[src/rtl/seq_divider_if.sv]
// Operand/result bundle for the sequential divider; the slave side is the divider.
interface seq_divider_if #(
    parameter int W = 4
);
    logic             start_i;
    logic [2*W-1:0]   dividend_i;
    logic [W-1:0]     divisor_i;
    logic [2*W-1:0]   q_o;
    logic [W-1:0]     r_o;
    logic             busy_o;
    logic             done_o;
    logic             dz_o;

    modport master (
        output start_i, dividend_i, divisor_i,
        input  q_o, r_o, busy_o, done_o, dz_o
    );

    modport slave (
        input  start_i, dividend_i, divisor_i,
        output q_o, r_o, busy_o, done_o, dz_o
    );
endinterface

[src/rtl/seq_divider.sv]
// Unsigned restoring divider, 2W-bit dividend by W-bit divisor, one quotient bit per clock.
// DONE 2W cycles after an accepted START (1 cycle for a zero divisor); START is ignored while busy.
module seq_divider #(
    parameter int W = 4
) (
    input  logic           clk_i,
    input  logic           rst_i,
    seq_divider_if.slave   bus
);
    localparam int CW = $clog2(2*W+1);
    localparam logic [CW-1:0] NBITS = CW'(2*W);
    localparam logic [CW-1:0] ONE   = CW'(1);

    typedef enum logic [1:0] {
        S_IDLE = 2'd0,
        S_RUN  = 2'd1,
        S_DONE = 2'd2
    } state_t;

    state_t          state_q;
    logic [W-1:0]    div_q;
    logic [2*W-1:0]  dvd_q;     // dividend shifts out the top while quotient bits shift in at the bottom
    logic [W:0]      p_q;
    logic [CW-1:0]   cnt_q;
    logic [2*W-1:0]  q_q;
    logic [W-1:0]    r_q;
    logic            busy_q;
    logic            done_q;
    logic            dz_q;

    logic [W:0]      p_sh_d;
    logic            take_d;
    logic [W:0]      p_d;
    logic [2*W-1:0]  dvd_d;

    always_comb begin
        p_sh_d = {p_q[W-1:0], dvd_q[2*W-1]};
        take_d = (p_sh_d >= {1'b0, div_q});
        p_d    = take_d ? (p_sh_d - {1'b0, div_q}) : p_sh_d;
        dvd_d  = {dvd_q[2*W-2:0], take_d};
    end

    always_ff @(posedge clk_i) begin
        if (rst_i) begin
            state_q <= S_IDLE;
            div_q   <= '0;
            dvd_q   <= '0;
            p_q     <= '0;
            cnt_q   <= '0;
            q_q     <= '0;
            r_q     <= '0;
            busy_q  <= 1'b0;
            done_q  <= 1'b0;
            dz_q    <= 1'b0;
        end else begin
            case (state_q)
                S_IDLE, S_DONE: begin
                    done_q <= 1'b0;
                    if (bus.start_i) begin
                        div_q   <= bus.divisor_i;
                        dvd_q   <= bus.dividend_i;
                        p_q     <= '0;
                        cnt_q   <= NBITS;
                        busy_q  <= 1'b1;
                        state_q <= S_RUN;
                    end else begin
                        state_q <= S_IDLE;
                    end
                end
                S_RUN: begin
                    // A zero divisor spends its single busy cycle here and reports at once.
                    if (div_q == '0) begin
                        q_q     <= '1;
                        r_q     <= '0;
                        dz_q    <= 1'b1;
                        done_q  <= 1'b1;
                        busy_q  <= 1'b0;
                        cnt_q   <= '0;
                        state_q <= S_DONE;
                    end else begin
                        p_q   <= p_d;
                        dvd_q <= dvd_d;
                        cnt_q <= cnt_q - ONE;
                        if (cnt_q == ONE) begin
                            q_q     <= dvd_d;
                            r_q     <= p_d[W-1:0];
                            dz_q    <= 1'b0;
                            done_q  <= 1'b1;
                            busy_q  <= 1'b0;
                            state_q <= S_DONE;
                        end
                    end
                end
                default: begin
                    state_q <= S_IDLE;
                    busy_q  <= 1'b0;
                    done_q  <= 1'b0;
                end
            endcase
        end
    end

    assign bus.q_o    = q_q;
    assign bus.r_o    = r_q;
    assign bus.busy_o = busy_q;
    assign bus.done_o = done_q;
    assign bus.dz_o   = dz_q;
endmodule

[src/flat_wrapper.sv]
// flat-port wrapper written by rule: the top's interface ports become plain ports
module seq_divider_flat 
#(
    parameter int W = 4
)
  (clk_i, rst_i, bus_start_i, bus_dividend_i, bus_divisor_i, bus_q_o, bus_r_o, bus_busy_o, bus_done_o, bus_dz_o);
  seq_divider_if #(.W(W)) bus_i ();
  input  logic clk_i;
  input  logic rst_i;
  input wire logic [$bits(bus_i.start_i)-1:0] bus_start_i;
  input wire logic [$bits(bus_i.dividend_i)-1:0] bus_dividend_i;
  input wire logic [$bits(bus_i.divisor_i)-1:0] bus_divisor_i;
  output wire logic [$bits(bus_i.q_o)-1:0] bus_q_o;
  output wire logic [$bits(bus_i.r_o)-1:0] bus_r_o;
  output wire logic [$bits(bus_i.busy_o)-1:0] bus_busy_o;
  output wire logic [$bits(bus_i.done_o)-1:0] bus_done_o;
  output wire logic [$bits(bus_i.dz_o)-1:0] bus_dz_o;
  assign bus_i.start_i = bus_start_i;
  assign bus_i.dividend_i = bus_dividend_i;
  assign bus_i.divisor_i = bus_divisor_i;
  assign bus_q_o = bus_i.q_o;
  assign bus_r_o = bus_i.r_o;
  assign bus_busy_o = bus_i.busy_o;
  assign bus_done_o = bus_i.done_o;
  assign bus_dz_o = bus_i.dz_o;
  seq_divider #(.W(W)) u_core (.clk_i(clk_i), .rst_i(rst_i), .bus(bus_i));
endmodule
[config.mk]
export PLATFORM = sky130hd
export DESIGN_NAME = seq_divider_flat
export DESIGN_NICKNAME = d
export VERILOG_FILES = /design/src/rtl/seq_divider_if.sv /design/src/rtl/seq_divider.sv /design/src/flat_wrapper.sv
export SDC_FILE = /design/constraint.sdc
export NUM_CORES = 1
export LEC_CHECK = 0
export ABC_CLOCK_PERIOD_IN_PS = 2880
export CAP_MARGIN = 15
export CORE_MARGIN = 1
export CORE_UTILIZATION = 30
export DETAILED_ROUTE_END_ITERATION = 7
export PLACE_DENSITY = 0.56
export REMOVE_ABC_BUFFERS = 1
export SYNTH_ARGS = -nofsm -noshare
export SYNTH_HDL_FRONTEND = slang
export SYNTH_SLANG_ARGS = --single-unit
[constraint.sdc]
create_clock -name clk_i -period 2.88 [get_ports clk_i]
set_clock_uncertainty 0.05 [all_clocks]
set_input_delay 0.432 -clock clk_i [delete_from_list [all_inputs] [get_ports clk_i]]
set_output_delay 0.432 -clock clk_i [all_outputs]
set_load 0.01 [all_outputs]
# After elaboration in Yosys (flattened, before gate mapping)
# Index checks and enable logic that the tools add are counted.
[op_classes]
reduce_logical = 11
add_sub_neg = 2
n_lt_le_gt_ge = 1
eq_ne = 6
n_bitwise = 1
muxes = 25
[ops]
columns = ["op", "n"]
rows = [
  ["$mux 8", 4],
  ["$mux 4", 7],
  ["$pmux 4 s2", 2],
  ["$pmux 8 s2", 1],
  ["$reduce_and 2->1", 4],
  ["$mux 1", 7],
  ["$ge 5x4->1", 1],
  ["$eq 4x1->1 const B", 1],
  ["$logic_not 4->1", 1],
  ["$mux 2", 2],
  ["$ne 2x2->1 const B", 2],
  ["$pmux 2 s2", 1],
  ["$reduce_bool 2->1", 2],
  ["$reduce_or 2->1", 2],
  ["$sub 4x1->4 const B", 1],
  ["$sub 4x4->4", 1],
  ["$ne 3x1->1 const B", 1],
  ["$reduce_and 3->1", 1],
  ["$eq 2x1->1 const B", 1],
  ["$eq 2x2->1 const B", 1],
  ["$logic_not 2->1", 1],
  ["$pmux 1 s2", 1],
  ["$not 1->1", 1],
]
[word_totals]
wordCells = 56
ff_bits = 37
in_bits = 15

# Depth between registers and ports, before layout
[logic_depth]
word_depth = 4
mapped_depth = 8

# Worst setup path before layout
# OpenSTA, ideal clock, no wires.
[synth_path]
path_kind = "register to register"
from = "register u_core.div_q[2]"
to = "register u_core.r_q[0], in the netlist u_core.bus.r_o[0]"
arrival_time_ps = 1671
n_path_buf = 0
path_stages_with_launch = 7
required_ps = 2756
setup_ps = 74
setup_slack_ps = 1084
cell_sequence = "dfxtp_1 inv_1 ha_1 o21ai_0 a22o_1 mux2_2 o21ai_0"
[synth_via]
elab_chain_len = 4
elab_cells_between_ends = 7
classes_between = "order compare (1); mux (3); reduce/logical (3)"
[synth_lines]
columns = ["element", "line_no", "source"]
rows = [
  ["start, declared", "seq_divider.sv:21", "logic [W-1:0] div_q;"],
  ["start signal, assigned", "seq_divider.sv:60", "div_q <= bus.divisor_i;"],
  ["$ge 5x4->1", "seq_divider.sv:38", "take_d = (p_sh_d >= {1'b0, div_q});"],
  ["$mux 4", "seq_divider.sv:39", "p_d = take_d ? (p_sh_d - {1'b0, div_q}) : p_sh_d;"],
  ["$mux 4", "seq_divider.sv:84", "if (cnt_q == ONE) begin"],
  ["$mux 4", "seq_divider.sv:72", "if (div_q == '0) begin"],
  ["end signal, assigned", "seq_divider.sv:86", "r_q <= p_d[W-1:0];"],
  ["end, declared", "seq_divider.sv:26", "logic [W-1:0] r_q;"],
]
# Several ways; a longest one is shown, not always the timed one. The select of a mux whose other input is x is not followed.
# A chain may end at the register's enable or synchronous reset.

# Worst setup path in the final report
# Ends and elaborated chain as after synthesis.

==> impl_metrics.py <==
metrics = {
    "synthesis": {
        "synth_seq_cells": 37,
        "netlist_area_mm2": 0.00168,
        "synth_edf_count": 0,
        "synthArstFlopShare_pct": 0,
        "synth_cells": 198,
        "ys_types": 41,
        "yosys.area_share.adder_pct": 5.66,
        "synth-simple-area-share_pct": 23.8,
        "synth_top_family_by_area": "simple AND/OR/NAND/NOR gates",
        "synth-xor-area-share_pct": 0.521,
        "synth_compound_area_share_pct": 19.7,
        "ys_seq_area_share_pct": 44.1,
        "avgSynthCellArea_um2": 8.49,
        "ys.flop_type": "dfxtp_1",
        "yosys_warnings": 0,
        "synthMuxAreaShare_pct": 2.46,
    },
    "sta": {
        "rsz0062_at_grt": "no",
        "worst_pin_slew_ps": 716,
        "finalCriticalPeriod_ps": 1990,
        "setup_viol": 0,
        "max_freq_mhz": 503,
        "hold_viol_final": 0,
        "maxSlewViolCount": 0,
        "final.period_utilization_pct": 69.1,
        "relSlewSlack_pct": 52.2,
        "tns_ps": 0,
    },
    "critical_path": {
        "timing.rr.start": "u_core.div_q[2]",
        "critPathRequiredTime_ps": 3050,
        "worstSetupEndpointType": "register",
        "cp-start-kind": "register",
        "crit_type": "register to register",
        "critPathMaxFanout": 6,
        "startpoint": "u_core.div_q[2]",
        "crit_arrival_ps": 2160,
    },
    "cells_and_area": {
        "syn_to_final_growth_pct": 28.7,
        "multi_input_area_um2": 877,
        "antenna_cells": 0,
        "nNetsFinal": 253,
        "fin_area_mm2": 0.00216,
        "fillCellCount": 538,
        "drive_gt1_share_pct": 8.66,
        "final_cell_mix": "nand2_1 (37), dfxtp_1 (37), nor2_1 (30)",
        "regArea_um2": 741,
    },
    "clock_tree": {
        "cts_tree": "built",
        "clk_latency_ps": 290,
        "cts.repair.resized": 0,
        "cts_buffers": 5,
        "cts_setup_buffers": 0,
        "cts_root_buf": "clkbuf_8",
        "cts.sinks": 37,
        "path_clk_slew_ps": 70,
        "ctsHoldBuffers": 0,
        "cts_htree_levels": 2,
        "ctsLongestPathBuffers": 2,
    },
    "drt": {
        "route.antenna.remaining_nets": 0,
        "wl_per_cell_um": 12.4,
        "drc": 0,
        "finalWirelength_um": 3730,
        "drt_iter0_markers": 62,
        "routed_via_density": 4.86,
        "num_vias": 1462,
        "drtPass1Iterations": 4,
    },
    "global_route": {
        "first_global_vias": 1437,
        "antenna_found_initial": 0,
        "grt-ovfl-total": 0,
        "grt_pass1_wl_um": 6580,
        "grt_max_degree": 21,
        "grt_usage_pct": 14.0,
    },
    "floorplanning": {
        "die-area_mm2": 0.00590,
        "dieWidth_um": 76.8,
        "fp.dieH_um": 76.8,
        "start_util_pct": 32.1,
        "core-area_mm2": 0.00524,
        "rows": 26,
        "io_pins": 30,
    },
    "place": {
        "port_buffers": 29,
        "dpl.hpwl_um": 2680,
        "placed_area_mm2": 0.00206,
        "gp_congestion": 0.795,
    },
    "worst_hold_path": {
        "min-delay-start": "u_core.bus.r_o[1]",
        "hold_path.class": "register to register",
    },
    "flow_run": {
        "drv_cap": 0,
    },
    "power": {
        "power.leakage_nw": 0.812,
        "power.density_mw_per_mm2": 576,
        "ir_worst_vdd_mv": 0.323,
    },
    "status": {
        "status": "finished clean",
    },
}
==> per-layer routing <==
layer | wire length, µm | GRT usage, %
met5 | 0 | 0
met2 | 1640 | 21.9
met4 | 55 | 6.92
met3 | 136 | 3.45
met1 | 1890 | 17.7
==> worst paths after layout <==
check	to	slack, ps	cells after the start
setup / recovery	u_core.bus.r_o[0]	890	6
hold / removal	u_core.bus.r_o[1]	410	2
setup reg to reg	u_core.bus.r_o[0]	890	6
hold reg to reg	u_core.bus.r_o[1]	410	2
==> logic make-up (layout without fill, tap and decap cells) <==
| kind of cell | count (synthesis) | in the layout |
|---|---|---|
| AOI/OAI and AO/OA | 48 | 48 |
| and+or+nand+nor | 86 | 86 |
| adders and majority gates | 7 | 7 |
| muxes | 4 | 4 |
| buffers and inverters | 15 | 48 |
| DFF | 37 | 37 |
| xor gates and xnor gates | 1 | 1 |
==> layout make-up <==
| type | count | share of cell area (%) |
|---|---|---|
| multi-input cells | 146 | 40.5 |
| clock buffers | 5 | 3.18 |
| repair buffers | 34 | 15.2 |
| inverters | 7 | 1.21 |
| clock inverters | 2 | 1.62 |
| well taps | 70 | 4.05 |
| flip-flops and latches | 37 | 34.2 |
==> report_power, final <==
group          switching, mW  internal, mW
clock                  0.180         0.252
sequential            0.0293         0.549
combinational          0.122         0.115
total                  0.331         0.916
==> cell usage after synthesis (2+ instances only) <==
library cell	count	area, µm²
a31oi_1	3	18.8
mux2i_1	3	30.0
nor2_1	30	113
nor3_1	3	15.0
a311oi_1	7	61.3
inv_1	7	26.3
o21ai_0	12	60.1
nand2_1	37	139
ha_1	6	75.1
dfxtp_1	37	741
nor2b_1	2	12.5
o22ai_1	7	43.8
a21oi_1	9	45.0
nand2b_1	3	18.8
nor4_1	2	12.5
clkbuf_1	5	18.8
==> through the flow <==
step / util [%] / worst slack, ps / hold slack, ps / power (mW) / cells
floorplan: - / 1080 / 386 / 0.732 / 190
global placement: 39.3 / 731 / 400 / 0.828 / 294
detailed placement: 39.3 / 718 / 398 / 0.829 / 294
CTS: 41.3 / 871 / 416 / 1.26 / 301
global route: 41.3 / 742 / 444 / 1.32 / 301
finish: 41.3 / 891 / 408 / 1.25 / 301
==> critical path, stage by stage, from the launching register on <==
cell	delay (ps)
dfxtp_1	420
inv_1	70
ha_1	340
o21ai_0	170
a22o_1	330
mux2_2	390
o21ai_0	160
==> registers in the layout, indices dropped and copies added, names as in the netlist <==
register           cells
u_core.bus.r_o         4
u_core.bus.q_o         8
u_core.dvd_q           8
u_core.bus.dz_o        1
u_core.bus.done_o      1
u_core.cnt_q           4
u_core.bus.busy_o      1
u_core.p_q             4
u_core.state_q         2
u_core.div_q           4
(Power assumes the default switching activity.)
